### src/rtl/fetch_stage_if.sv
// Instruction-memory bus between the fetch stage (master) and an async-read ROM (slave).
interface fetch_stage_if;
  logic [31:0] imem_addr_o;
  logic [31:0] imem_rdata_i;

  modport master (
    output imem_addr_o,
    input  imem_rdata_i
  );

  modport slave (
    input  imem_addr_o,
    output imem_rdata_i
  );
endinterface

### src/rtl/fetch_stage.sv
// MIPS instruction-fetch stage: PC register, imem address and IF/ID pipeline register.
// Priority per edge: redirect > stall > flush > normal fetch.
module fetch_stage #(
  parameter logic [31:0] RESET_PC = 32'h0000_0000,
  parameter logic [31:0] NOP_WORD = 32'h0000_0000
) (
  input  logic                 clk,
  input  logic                 rst_n,
  input  logic                 stall_i,
  input  logic                 flush_i,
  input  logic                 redirect_i,
  input  logic [31:0]          redirect_pc_i,
  fetch_stage_if.master        imem,
  output logic [31:0]          if_id_instr_o,
  output logic [31:0]          if_id_pc4_o,
  output logic [15:0]          if_id_imm_o,
  output logic                 if_id_valid_o,
  output logic                 misalign_o
);

  logic [31:0] pc_q, pc_d;
  logic [31:0] instr_q, instr_d;
  logic [31:0] pc4_q, pc4_d;
  logic        valid_q, valid_d;
  logic        misalign_q, misalign_d;
  logic [31:0] pc4;

  assign pc4 = pc_q + 32'd4;

  always_comb begin
    pc_d       = pc_q;
    instr_d    = instr_q;
    pc4_d      = pc4_q;
    valid_d    = valid_q;
    misalign_d = redirect_i & (redirect_pc_i[1:0] != 2'b00);

    if (redirect_i) begin
      // Target is force-aligned; misalign_o reports the dropped low bits.
      pc_d    = {redirect_pc_i[31:2], 2'b00};
      instr_d = NOP_WORD;
      pc4_d   = 32'd0;
      valid_d = 1'b0;
    end else if (stall_i) begin
      pc_d    = pc_q;
    end else if (flush_i) begin
      pc_d    = pc4;
      instr_d = NOP_WORD;
      pc4_d   = 32'd0;
      valid_d = 1'b0;
    end else begin
      pc_d    = pc4;
      instr_d = imem.imem_rdata_i;
      pc4_d   = pc4;
      valid_d = 1'b1;
    end
  end

  always_ff @(posedge clk or negedge rst_n) begin
    if (!rst_n) begin
      pc_q       <= RESET_PC;
      instr_q    <= NOP_WORD;
      pc4_q      <= 32'd0;
      valid_q    <= 1'b0;
      misalign_q <= 1'b0;
    end else begin
      pc_q       <= pc_d;
      instr_q    <= instr_d;
      pc4_q      <= pc4_d;
      valid_q    <= valid_d;
      misalign_q <= misalign_d;
    end
  end

  assign imem.imem_addr_o = pc_q;
  assign if_id_instr_o    = instr_q;
  assign if_id_pc4_o      = pc4_q;
  assign if_id_imm_o      = instr_q[15:0];
  assign if_id_valid_o    = valid_q;
  assign misalign_o       = misalign_q;

endmodule

### src/flat_wrapper.sv
// flat-port wrapper written by rule: the top's interface ports become plain ports
module fetch_stage_flat 
#(
  parameter logic [31:0] RESET_PC = 32'h0000_0000,
  parameter logic [31:0] NOP_WORD = 32'h0000_0000
)
  (clk, rst_n, stall_i, flush_i, redirect_i, redirect_pc_i, if_id_instr_o, if_id_pc4_o, if_id_imm_o, if_id_valid_o, misalign_o, imem_imem_addr_o, imem_imem_rdata_i);
  fetch_stage_if imem_i ();
  input  logic clk;
  input  logic rst_n;
  input  logic stall_i;
  input  logic flush_i;
  input  logic redirect_i;
  input  logic [31:0] redirect_pc_i;
  output logic [31:0] if_id_instr_o;
  output logic [31:0] if_id_pc4_o;
  output logic [15:0] if_id_imm_o;
  output logic if_id_valid_o;
  output logic misalign_o;
  output wire logic [$bits(imem_i.imem_addr_o)-1:0] imem_imem_addr_o;
  input wire logic [$bits(imem_i.imem_rdata_i)-1:0] imem_imem_rdata_i;
  assign imem_imem_addr_o = imem_i.imem_addr_o;
  assign imem_i.imem_rdata_i = imem_imem_rdata_i;
  fetch_stage #(.RESET_PC(RESET_PC), .NOP_WORD(NOP_WORD)) u_core (.clk(clk), .rst_n(rst_n), .stall_i(stall_i), .flush_i(flush_i), .redirect_i(redirect_i), .redirect_pc_i(redirect_pc_i), .imem(imem_i), .if_id_instr_o(if_id_instr_o), .if_id_pc4_o(if_id_pc4_o), .if_id_imm_o(if_id_imm_o), .if_id_valid_o(if_id_valid_o), .misalign_o(misalign_o));
endmodule
### config.mk
export PLATFORM = sky130hd
export DESIGN_NAME = fetch_stage_flat
export DESIGN_NICKNAME = d
export VERILOG_FILES = /design/src/rtl/fetch_stage_if.sv /design/src/rtl/fetch_stage.sv /design/src/flat_wrapper.sv
export SDC_FILE = /design/constraint.sdc
export NUM_CORES = 1
export LEC_CHECK = 0
export ABC_CLOCK_PERIOD_IN_PS = 4200
export CELL_PAD_IN_SITES_DETAIL_PLACEMENT = 0
export CELL_PAD_IN_SITES_GLOBAL_PLACEMENT = 2
export CORE_UTILIZATION = 28
export DETAILED_ROUTE_END_ITERATION = 8
export PLACE_DENSITY_LB_ADDON = 0.12
export SYNTH_ARGS = -nofsm -noshare
export SYNTH_HDL_FRONTEND = slang
export SYNTH_SLANG_ARGS = --single-unit
### constraint.sdc
create_clock -name clk -period 4.2 [get_ports clk]
set_input_delay 0.42 -clock clk [delete_from_list [all_inputs] [get_ports clk]]
set_output_delay 0.42 -clock clk [all_outputs]
set_load 0.03 [all_outputs]
# Yosys cells after proc, flatten, opt, wreduce, memory -nomap -nowiden
# Cells that the tools add are included.
[op_classes]
addsub = 1
mul = 0
n_div = 0
n_lt_le_gt_ge = 0
eq_ne = 1
shift = 0
n_mux = 11
n_bitwise = 1
reduce_logical = 1
[op_table]
columns = ["op", "n"]
rows = [
  ["two-way mux 32 bit", 8],
  ["adder 32 x 3 -> 32 bit, second input constant", 1],
  ["two-way mux 1 bit", 3],
  ["inequality test 2 x 1 -> 1 bit, second input constant", 1],
  ["nonzero test 2 bit", 1],
  ["AND 1 bit", 1],
]
[totals]
reg_bits = 98
latchBits = 0
ramBits = 0
rom_bits = 0
inputBits = 69
output_inout_bits = 114
word_cells = 20
memories = 0

# Longest topological paths before layout
[depth]
depth_word = 4
mapped_depth = 7

# Worst setup path after synthesis
# No wires, ideal clock.
[synth_timing]
kind = "register -> register"
from = "register u_core.pc_q[2] (netlist: u_core.imem.imem_addr_o[2])"
to = "register u_core.pc_q[28] (netlist: u_core.imem.imem_addr_o[28])"
arrival_time_ps = 2134
t_required_ps = 4075
path_slack_ps = 1941
stages_incl_launch_ff = 7
synth_period_minus_slack_ps = 2259
path_cell_list = "dfrtp_1 ha_1 nand3_1 nor4_4 nand4b_1 xnor2_1 mux2_2"
[synth_via]
elab_chain_len = 3
[synth_lines]
columns = ["item", "line", "source"]
rows = [
  ["from (decl)", "fetch_stage.sv:21", "logic [31:0] pc_q, pc_d;"],
  ["from (signal assigned)", "fetch_stage.sv:66", "pc_q <= pc_d;"],
  ["adder 32 x 3 -> 32 bit", "fetch_stage.sv:28", "assign pc4 = pc_q + 32'd4;"],
  ["two-way mux 32 bit", "fetch_stage.sv:43", "end else if (stall_i) begin"],
  ["two-way mux 32 bit", "fetch_stage.sv:37", "if (redirect_i) begin"],
]
# Every way passes these cells. The select of a mux whose other input is x is not followed.
# A chain may end at the register's enable or synchronous reset.

# Worst setup path after layout
[layout_timing]
from = "register u_core.pc_q[2] (netlist: u_core.imem.imem_addr_o[2])"
to = "register u_core.pc4_q[30] (netlist: u_core.if_id_pc4_o[30])"
[layout_via]
elab_chain_len = 4
[layout_lines]
columns = ["item", "line", "source"]
rows = [
  ["adder 32 x 3 -> 32 bit", "fetch_stage.sv:28", ""],
  ["two-way mux 32 bit", "fetch_stage.sv:45", "end else if (flush_i) begin"],
  ["two-way mux 32 bit", "fetch_stage.sv:43", ""],
  ["two-way mux 32 bit", "fetch_stage.sv:37", ""],
  ["to (signal assigned)", "fetch_stage.sv:68", "pc4_q <= pc4_d;"],
  ["to (decl)", "fetch_stage.sv:23", "logic [31:0] pc4_q, pc4_d;"],
]
# Every way passes these cells. The select of a mux whose other input is x is not followed.

==> impl_metrics.yaml <==
power:
  sw_frac_of_total: 0.2963
  p_comb_frac: 0.207
  switchingPower_mw: 0.6899
  p_per_area_nw_per_um2: 344.8
  share_seq_of_total_power: 0.449
  clock_power_share: 0.344
  total_power_mw: 2.328
  p_int_mw: 1.638
  vdd_drop_max_uv: 176.0
  p_leak_nw: 2.732
synthesis:
  syn_area_um2: 4628
  synth_top_area_frac: 0.5137
  syn_area_per_cell_um2: 10.71
  synthTopCellsByArea: "dfrtp_1 51%, a22o_1 12%, xnor2_1 7.2%"
  synth_cell_types: 38
  async_reset_ff_frac: 1.000
  synth_common_cells: "95 x dfrtp_1, 62 x a22o_1, 43 x nand2_1, 38 x xnor2_1, 26 x clkbuf_1"
  netlist_instances: 432
  synth-edff-count: 0
  synthFlopType: "dfrtp_1"
  synth-seq-cells: 95
  synth_most_common_cell: "dfrtp_1"
  ys_warn_count: 0
  yosys.area.top_type: "dfrtp_1"
  yosysSeqAreaShare: 0.5137
timing:
  worstMarginPinSlew_ps: 935.2
  holdWs_ps: 170.6
  clock_skew_ps: 3.488
  hold_viol_final: 0
  slew_headroom: 0.3708
  period_needed_ps: 2383
  setup_ws_ps: 1817
  final.period_utilization: 0.5673
  max_freq_mhz: 419.7
  setup_viol: 0
  rsz0062_at_grt: "false"
  drv_slew: 0
  fin_setup_tns_ps: 0
routing:
  wl_mm: 13.92
  postRouteAntennaNets: 0
  drt-initial-drc-count: 157
  drt_pass1_iterations: 4
  drc_errors: 0
  num_vias: 3706
  wl_per_cell_um: 17.51
  viasPerCell: 4.662
clock_network:
  clk_latency_ps: 340
  cts.repair.resized: 0
  cts_tree: "done"
  cts_buffers: 9
  clk_path_buf_depth: 2
  postCtsSetupRepairBufs: 0
  cts-htree-levels: 3
  holdBufCountCts: 0
  clock_sinks: 95
  clockRootBuffer: "clkbuf_16"
  clk_pin_slew_ps: 70
global_route:
  grt_max_degree: 65
  grt_pass1_vias: 3640
  overflow: 0
  track_usage: 0.1661
  grt_first_pass_wirelength_mm: 21.11
  antenna_found_initial: 0
placement:
  place.port_buffers: 180
  post-place-ws_ps: 1666
  placed_area_um2: 6457
  place_congestion: 0.7612
  hpwl_mm: 10.18
  post-place-cells: 779
worst_setup_path:
  critPathRequiredTime_ps: 4430
  cp-start-kind: "register"
  cp_data_arrival_time_ps: 2610
  crit_fanout: 9
  crit_type: "reg2reg"
  crit_path_end_kind: "register"
die:
  die_w_um: 130.6
  num_rows: 46
  die_y_um: 130.6
  dieArea_um2: 17050
  boundaryPins: 183
  initial_core_util: 0.2893
  coreArea_um2: 16000
final_layout:
  layout.nets: 644
  antenna_cells: 0
  drive_gt1_frac: 0.06390
  final_cell_count_no_fill: 795
  area_growth_pct: 45.88
  final_area_um2: 6751
  postLayoutCoreUtil: 0.4220
status:
  status: "finished, final reports clean"
flow_run:
  maxCapViolCount: 0
worst_hold_path:
  holdCritPathClass: "in2async"
-- logic make-up after synthesis --
kind of cell | synth area share
adder cells (fa/ha/maj) | 0.002703
AND/OR/NAND/NOR | 0.1538
XOR/XNOR | 0.1079
buffers and inverters | 0.06326
flip-flops | 0.5137
other | 0.0008103
AO/OA/AOI/OAI | 0.1509
multiplexers | 0.007029
-- worst max-delay path, cell delays in order (launching register included) --
cell and delay [ps]:
dfrtp_1 460, ha_1 240, nand3_1 330, nor3_1 700, nand3_1 180, xnor2_1 170
a22o_1 200
-- area by class of cell --
| type | count | area (um2) |
|---|---|---|
| fillers | 1593 | 9249 |
| flip-flops and latches | 95 | 2377 |
| multi-input cells | 282 | 1974 |
| repair buffers | 185 | 1832 |
| well taps | 216 | 270.3 |
| clock buffers | 12 | 266.5 |
| clock inverters | 4 | 27.53 |
| inverters | 1 | 3.754 |
-- metal layers --
metal | GRT usage | part of all wire
met1 | 0.2285 | 0.47
met5 | 0 | 0
met2 | 0.2599 | 0.45
met3 | 0.03094 | 0.066
met4 | 0.06085 | 0.013
-- worst paths after layout --
kind	from	endpoint	slack, ps	depth (start not counted)
hold reg to reg	u_core.if_id_valid_o	u_core.if_id_valid_o	480	1
hold / removal	rst_n	u_core.if_id_instr_o[22]	170	1
setup reg to reg	u_core.imem.imem_addr_o[2]	u_core.if_id_pc4_o[30]	1820	6
min in group clk	u_core.if_id_valid_o	u_core.if_id_valid_o	480	1
max in group asynchronous	rst_n	u_core.if_id_pc4_o[7]	3060	2
setup / recovery	u_core.imem.imem_addr_o[2]	u_core.if_id_pc4_o[30]	1820	6
-- power groups by stage --
stage | clock network [mW] | logic, mW | registers, mW
floorplan | 0 | 0.174 | 1.13
global placement | 0 | 0.485 | 1.06
detailed placement | 0 | 0.486 | 1.06
CTS | 0.837 | 0.489 | 1.05
global route | 0.873 | 0.515 | 1.06
finish | 0.801 | 0.481 | 1.05
-- state kept, by name (all words and copies together), names as in the netlist --
signal	flops
u_core.misalign_o	1
u_core.if_id_pc4_o	31
u_core.imem.imem_addr_o	30
u_core.if_id_valid_o	1
u_core.if_id_instr_o	32
-- cells in the final DEF, fill, tap and decap left out, drive strengths merged, types with 2 or more instances in the layout --
| cell type | netlist | layout |
|---|---|---|
| clkdlybuf4s50 | 0 | 178 |
| dfrtp | 95 | 95 |
| a22o | 62 | 62 |
| nand2 | 43 | 43 |
| xnor2 | 38 | 38 |
| o21ai | 28 | 28 |
| xor2 | 19 | 19 |
| nand3 | 16 | 16 |
| nand4 | 14 | 14 |
| clkbuf | 26 | 12 |
| nor2 | 11 | 11 |
| nor4 | 9 | 9 |
| nor3 | 8 | 8 |
| buf | 29 | 7 |
| and3 | 4 | 4 |
| and2 | 4 | 4 |
| and4 | 3 | 3 |
| nand4b | 3 | 3 |
| nand3b | 3 | 3 |
| clkinv | 0 | 3 |
| or2 | 2 | 2 |
| mux2 | 2 | 2 |
| or3 | 2 | 2 |
| conb | 1 | 2 |
| nor2b | 2 | 2 |
| inv | 1 | 2 |
No activity file was read; power rests on OpenSTA's default activity.
